$ cat config.mk
export PLATFORM = sky130hd
export DESIGN_NAME = shift_serializer_tx_flat
export DESIGN_NICKNAME = d
export VERILOG_FILES = /design/src/rtl/shift_pkg.sv /design/src/rtl/shift_serializer_tx_if.sv /design/src/rtl/ser_hold_buf.sv /design/src/rtl/shift_serializer_tx.sv /design/src/flat_wrapper.sv
export SDC_FILE = /design/constraint.sdc
export NUM_CORES = 1
export LEC_CHECK = 0
export BUFFER_PORTS_ARGS = -buffer_cell sky130_fd_sc_hd__buf_4
export CAP_MARGIN = 20
export CORE_MARGIN = 2
export CORE_UTILIZATION = 59
export CTS_CLUSTER_DIAMETER = 80
export CTS_CLUSTER_SIZE = 24
export DETAILED_ROUTE_END_ITERATION = 12
export GPL_TIMING_DRIVEN = 0
export PLACE_DENSITY = 0.78
export SETUP_SLACK_MARGIN = 0.4
export SLEW_MARGIN = 25
export SYNTH_ARGS = -nofsm -noshare
export SYNTH_HDL_FRONTEND = slang
export SYNTH_SLANG_ARGS = --single-unit
$ cat constraint.sdc
create_clock -name clk -period 3.4 [get_ports clk]
set_clock_uncertainty 0.1 [all_clocks]
set_input_delay 1.02 -clock clk [delete_from_list [all_inputs] [get_ports clk]]
set_output_delay 1.02 -clock clk [all_outputs]
set_load 0.03 [all_outputs]
$ cat src/rtl/shift_pkg.sv
// Shared types and constants for the parallel-in, serial-out transmitter.
// Holds the FSM state enum, the default word width and the bit-counter width helper.
package shift_pkg;

    typedef enum logic {
        IDLE  = 1'b0,
        SHIFT = 1'b1
    } state_t;

    localparam int DEFAULT_WIDTH = 8;

    // Bits needed to count 0..width-1; callers guarantee width >= 2.
    function automatic int cnt_width(input int width);
        return $clog2(width);
    endfunction

endpackage

$ cat src/rtl/shift_serializer_tx_if.sv
// Word-load handshake between a producer and the serial transmitter.
// The producer drives valid/data; the transmitter answers with ready.
interface shift_serializer_tx_if
    import shift_pkg::*;
    #(parameter int WIDTH = DEFAULT_WIDTH);

    logic             load_valid;
    logic [WIDTH-1:0] load_data;
    logic             load_ready;

    modport master (
        output load_valid,
        output load_data,
        input  load_ready
    );

    modport slave (
        input  load_valid,
        input  load_data,
        output load_ready
    );

endinterface

$ cat src/rtl/ser_hold_buf.sv
// One-entry holding register that lets the next word wait while the current one shifts.
// A write fills it, a read empties it; the parent never issues both on the same edge.
module ser_hold_buf
    import shift_pkg::*;
    #(parameter int WIDTH = DEFAULT_WIDTH)
(
    input  logic             clk,
    input  logic             rst,
    input  logic             wr,
    input  logic             rd,
    input  logic [WIDTH-1:0] data,
    output logic             full,
    output logic [WIDTH-1:0] q
);

    always_ff @(posedge clk or negedge rst) begin
        if (!rst) begin
            full <= 1'b0;
            q    <= '0;
        end else if (wr) begin
            full <= 1'b1;
            q    <= data;
        end else if (rd) begin
            full <= 1'b0;
        end
    end

endmodule

$ cat src/rtl/shift_serializer_tx.sv
// Parallel-in, serial-out transmitter: shifts a WIDTH-bit word out one bit per en tick.
// A holding buffer queues the next word so back-to-back frames leave no gap bits.
module shift_serializer_tx
    import shift_pkg::*;
    #(
        parameter int WIDTH     = DEFAULT_WIDTH,
        parameter bit MSB_FIRST = 1'b1
    )
(
    input  logic                  clk,
    input  logic                  rst,
    input  logic                  en,
    shift_serializer_tx_if.slave  load,
    output logic                  sout,
    output logic                  sout_bar,
    output logic                  frame,
    output logic                  done
);

    localparam int            CW   = cnt_width(WIDTH);
    localparam logic [CW-1:0] LAST = CW'(WIDTH - 1);

    state_t           state_q, state_d;
    logic [WIDTH-1:0] shreg_q, shreg_d;
    logic [CW-1:0]    cnt_q, cnt_d;
    logic             done_q, done_d;
    logic             buf_full, buf_wr, buf_rd;
    logic [WIDTH-1:0] buf_q;
    logic             accept;
    logic [WIDTH-1:0] shreg_adv;

    ser_hold_buf #(.WIDTH(WIDTH)) u_hold (
        .clk  (clk),
        .rst  (rst),
        .wr   (buf_wr),
        .rd   (buf_rd),
        .data (load.load_data),
        .full (buf_full),
        .q    (buf_q)
    );

    assign load.load_ready = ~buf_full;
    assign accept          = load.load_valid & ~buf_full;

    // Move the next bit toward the output end, filling the vacated end with 0.
    generate
        if (MSB_FIRST) begin : g_msb
            assign shreg_adv = {shreg_q[WIDTH-2:0], 1'b0};
        end else begin : g_lsb
            assign shreg_adv = {1'b0, shreg_q[WIDTH-1:1]};
        end
    endgenerate

    always_ff @(posedge clk or negedge rst) begin
        if (!rst) begin
            state_q <= IDLE;
            shreg_q <= '0;
            cnt_q   <= '0;
            done_q  <= 1'b0;
        end else begin
            state_q <= state_d;
            shreg_q <= shreg_d;
            cnt_q   <= cnt_d;
            done_q  <= done_d;
        end
    end

    always_comb begin
        state_d = state_q;
        shreg_d = shreg_q;
        cnt_d   = cnt_q;
        done_d  = 1'b0;
        buf_wr  = 1'b0;
        buf_rd  = 1'b0;
        case (state_q)
            IDLE: begin
                if (accept) begin
                    shreg_d = load.load_data;
                    cnt_d   = '0;
                    state_d = SHIFT;
                end
            end
            SHIFT: begin
                // Last bit retiring: chain the buffered word, then a same-edge word, else stop.
                if (en && (cnt_q == LAST)) begin
                    done_d = 1'b1;
                    cnt_d  = '0;
                    if (buf_full) begin
                        shreg_d = buf_q;
                        buf_rd  = 1'b1;
                    end else if (accept) begin
                        shreg_d = load.load_data;
                    end else begin
                        shreg_d = '0;
                        state_d = IDLE;
                    end
                end else begin
                    buf_wr = accept;
                    if (en) begin
                        shreg_d = shreg_adv;
                        cnt_d   = cnt_q + 1'b1;
                    end
                end
            end
            default: begin
                state_d = IDLE;
            end
        endcase
    end

    assign frame    = (state_q == SHIFT);
    assign sout     = frame & (MSB_FIRST ? shreg_q[WIDTH-1] : shreg_q[0]);
    assign sout_bar = ~sout;
    assign done     = done_q;

endmodule

$ cat src/flat_wrapper.sv
// flat-port wrapper written by rule: the top's interface ports become plain ports
module shift_serializer_tx_flat import shift_pkg::*;
#(
        parameter int WIDTH     = DEFAULT_WIDTH,
        parameter bit MSB_FIRST = 1'b1
    )
  (clk, rst, en, sout, sout_bar, frame, done, load_load_valid, load_load_data, load_load_ready);
  shift_serializer_tx_if #(.WIDTH(WIDTH)) load_i ();
  input  logic clk;
  input  logic rst;
  input  logic en;
  output logic sout;
  output logic sout_bar;
  output logic frame;
  output logic done;
  input wire logic [$bits(load_i.load_valid)-1:0] load_load_valid;
  input wire logic [$bits(load_i.load_data)-1:0] load_load_data;
  output wire logic [$bits(load_i.load_ready)-1:0] load_load_ready;
  assign load_i.load_valid = load_load_valid;
  assign load_i.load_data = load_load_data;
  assign load_load_ready = load_i.load_ready;
  shift_serializer_tx #(.WIDTH(WIDTH), .MSB_FIRST(MSB_FIRST)) u_core (.clk(clk), .rst(rst), .en(en), .load(load_i), .sout(sout), .sout_bar(sout_bar), .frame(frame), .done(done));
endmodule
# Yosys cells after proc, flatten, opt, wreduce, memory -nomap -nowiden

Index checks and enable logic that the tools add are counted.

$add $sub $neg: 1
Equality and inequality tests: 3
Multiplexer cells: 23
Bitwise logic cells: 5
Reductions and logical operators: 3

Operators by type and width:

| operator                                      | number |
|---|---|
| two-way mux 8 bit                             | 5 |
| one-hot mux 8 bit (2 select lines)            | 1 |
| two-way mux 1 bit                             | 12 |
| two-way mux 3 bit                             | 3 |
| one-hot mux 3 bit (2 select lines)            | 1 |
| adder 3 x 1 -> 3 bit, second input constant   | 1 |
| == test 3 bit, second input constant          | 1 |
| != test 3 bit, second input constant          | 1 |
| inverter 1 bit                                | 3 |
| bitwise AND 1 bit                             | 2 |
| != test 2 x 1 -> 1 bit, second input constant | 1 |
| one-hot mux 1 bit (2 select lines)            | 1 |
| AND reduction 2 bit                           | 1 |
| nonzero test 2 bit                            | 1 |
| logical AND 1 bit                             | 1 |

Flip-flop bits (word level): 22
Output and inout port bits: 5
Logic and storage cells: 41

# Logic depth before layout (Yosys ltp)

Depth after elaboration: 6
Depth in mapped cells: 6
Gate-level depth less buffers: 5

# Hierarchy

From an unflattened synthesis, not the netlist that was laid out.

Cells, all modules: 110
Area total of the unflattened synthesis: 1227.4 µm²

Modules (own cells, without submodules):

| module              | times used | cells an instance | area each (µm²) |
|---|---|---|---|
| shift_serializer_tx | 1          | 90                | 858.3 |
| ser_hold_buf        | 1          | 20                | 369.1 |

# Worst setup path before layout

Ideal clock, no wire load.

Path kind: register to output
From: register u_core.state_q (netlist: u_core.frame)
To: output sout
Data arrival time: 1325 ps
Required time: 2280 ps
Setup slack: 955 ps
Cell stages (with the launch flop): 4
Buffers on the path: 1
Path through: dfrtp_1 -> clkbuf_1 -> nand2_1 -> inv_1

Longest elaborated chain between the ends: 1

RTL lines:

| item                   | line                       | text |
|---|---|---|
| start, declared        | shift_serializer_tx.sv:23  | `state_t state_q, state_d;` |
| start signal, assigned | shift_serializer_tx.sv:61  | `state_q <= state_d;` |
| bitwise AND 1 bit      | shift_serializer_tx.sv:112 | `assign sout = frame & (MSB_FIRST ? shreg_q[WIDTH-1] : shreg_q[0]);` |
| end, declared          | flat_wrapper.sv:12         | `output logic sout;` |

No other way between the ends.

# Worst setup path in the final report

Same ends and word-level chain as after synthesis.

==> run summary <==
outcome: complete, no violations
total power draw: 0.00111 W
Pre-antenna DRT Iters: 4
I/O pin cnt: 17
sequential cell area: 551 µm²
unrepaired setup endpoints after global routing: false
final hold vios: 0
depth of the CTS H-tree: 1
Finish-stage setup viols: 0
layout cells sized above 1: 0.252
CP required: 2280 ps
Max Clk Rate: 0.389 GHz
largest net degree at the start of global routing: 23
area delta synth->final: 15.0%
post-synth top area cell: dfrtp_1
worst vdd ir: 514 µV
Final WS setup: 832 ps
Detailed Route WL: 2.47 mm
max_cap viols: 0
syn avg cell area: 10.9 µm²
LEAKAGE: 0.651 nW
Startpoint Class: register
CTS tree: done
multi-input logic area: 567 µm²
gpl congestion: 0.762
antenna violations before repair: 0
first-pass GRT wire length: 4.19 mm
CTS Buffer Depth: 2
TNS Setup: 0 ps
Cells after Synth: 108
Netlist cell types: 25
Crit. End Element: output port
Post-CTS Setup Bufs: 0
Initial Util: 0.613
vias in the first global route: 925
fin nets: 143
Worst-Margin Slew: 444 ps
CTS sink cnt: 22
port bufs: 16
Routed WL per cell: 16.0 µm
crit path DAT: 1450 ps
post_cts resized: 0
Die Y: 48.7 µm
grt ovf: 0
clk slew on worst S/H paths: 110 ps
critical path class: register to output port
Finished Core Util: 0.705
CTS Buf Count: 3
fin crit period: 2570 ps
sequential cell area fraction in the yosys report: 0.467
hold_buf cts: 0
top cells by area, synth: dfrtp_1 47%, mux2_2 7.6%, a2bb2oi_1 5.9%, a21o_1 5.7%, and3b_1 5.2%
Final ANT Viol Nets: 0
Synth Register Bits: 22
mapped cell area: 0.00118 mm²
warnings from Yosys: 0
Rel. slew slack: 0.704
Die X: 48.7 µm
Pwr per Cell Area: 819 mW/mm²
vias per cell: 6.12
clk_lat worst skew: 310 ps
DP Wirelength: 1.68 mm
period utilization: 0.755
drt initial violations: 18
Syn Nets: 122
Pins Over Slew Limit: 0
share of the synthesized area in the top cell type: 0.467
CP max FO: 10
# fillers: 164
Vias: 943
DRC Markers: 0
Ant. Diodes: 0
worst hold slack: 409 ps
Total GRT Usage: 0.229
num rows: 16
Clk Tree Root Cell: clkbuf_4
dpl ws: 944 ps
class of the worst hold path: register to register
core region area: 0.00192 mm²
die area: 0.00237 mm²
[layer usage]
| metal | share of wire | routed length [µm] | track usage | up-vias |
|---|---|---|---|---|
| met4 | 0.014 | 35 | 0.0714 | 0 |
| met5 | 0 | 0 | 0 | - |
| met2 | 0.51 | 1260 | 0.395 | 29 |
| li1 | - | - | - | 440 |
| met1 | 0.43 | 1060 | 0.301 | 469 |
| met3 | 0.045 | 112 | 0.0278 | 5 |
[kinds of logic after synthesis]
kind of cell,count (synthesis),synth area share
compound gates,37,0.235
mux,8,0.0764
fa+ha+maj,2,0.0212
simple gates,26,0.149
buf+inv,13,0.0520
flops,22,0.467
[critical path, stage by stage, from the launching register on]
cell	delay (ps)
dfrtp_1	430
clkbuf_1	360
nand2_1	130
inv_1	70
buf_4	150
[state kept, by name, summed over array words and instances, names as in the netlist]
name and flops:
u_core.shreg_q 8, u_core.done 1, u_core.u_hold.q 8, u_core.u_hold.full 1, u_core.cnt_q 3, u_core.frame 1
[area by class of cell]
type	instances	share of cell area
multi-input cells	73	0.418
plain buffers	8	0.0314
well taps	27	0.0249
flip-flops and latches	22	0.406
repair buffers	16	0.0886
clock buffers	3	0.0166
inverters	5	0.0139
[report_power, final]
group	internal [W]	switching (W)	leakage, nW
combinational	0.000280	0.000262	0.385
sequential	0.000382	0.0000684	0.252
clock	0.0000414	0.0000761	0.0138
total	0.000704	0.000406	0.651
[through the flow]
stage          instances  cell area, µm²
2_1_floorplan        108            1180
3_5_place_dp         151            1330
4_1_cts              154            1360
5_1_grt              154            1360
3_3_place_gp         151            1330
6_report             154            1360
[cells in the final DEF, fill, tap and decap left out]
| master | n |
|---|---|
| dfrtp_1 | 22 |
| buf_4 | 17 |
| o21ai_0 | 10 |
| a21o_1 | 9 |
| mux2_2 | 8 |
| and2_1 | 8 |
| a2bb2oi_1 | 8 |
| and3b_1 | 7 |
| o311ai_0 | 7 |
| inv_1 | 5 |
| clkbuf_1 | 5 |
| nand2_1 | 4 |
| clkbuf_4 | 3 |
| ha_1 | 2 |
| buf_2 | 1 |
| nand3_1 | 1 |
| and4_1 | 1 |
| or3b_1 | 1 |
| buf_6 | 1 |
| nand2_2 | 1 |
| and2_4 | 1 |
| a22o_1 | 1 |
| nor2_1 | 1 |
| o22a_1 | 1 |
| nand3b_1 | 1 |
| a32o_1 | 1 |
[Yosys cell counts]
cell type  instances
a2bb2oi_1          8
o21ai_0           10
nand2_2            1
inv_1              5
mux2_2             8
a32o_1             1
and2_1             8
a21o_1             9
nand3_1            1
nand2_1            4
ha_1               2
and4_1             1
and2_4             1
a22o_1             1
buf_4              1
buf_2              1
dfrtp_1           22
o311ai_0           7
buf_6              1
nand3b_1           1
and3b_1            7
clkbuf_1           5
or3b_1             1
o22a_1             1
nor2_1             1
[final timing paths]
| path | from | to | slack (ps) | depth (start not counted) |
|---|---|---|---|---|
| min | u_core.u_hold.q[3] | u_core.u_hold.q[3] | 410 | 1 |
| max reg2reg | u_core.cnt_q[0] | u_core.u_hold.q[4] | 1330 | 6 |
| max in group asynchronous | rst | u_core.shreg_q[2] | 2500 | 1 |
| max | u_core.frame | sout | 830 | 4 |
| min in group asynchronous | rst | u_core.u_hold.q[2] | 480 | 1 |
| min reg2reg | u_core.u_hold.q[3] | u_core.u_hold.q[3] | 410 | 1 |
(Power assumes the default switching activity.)
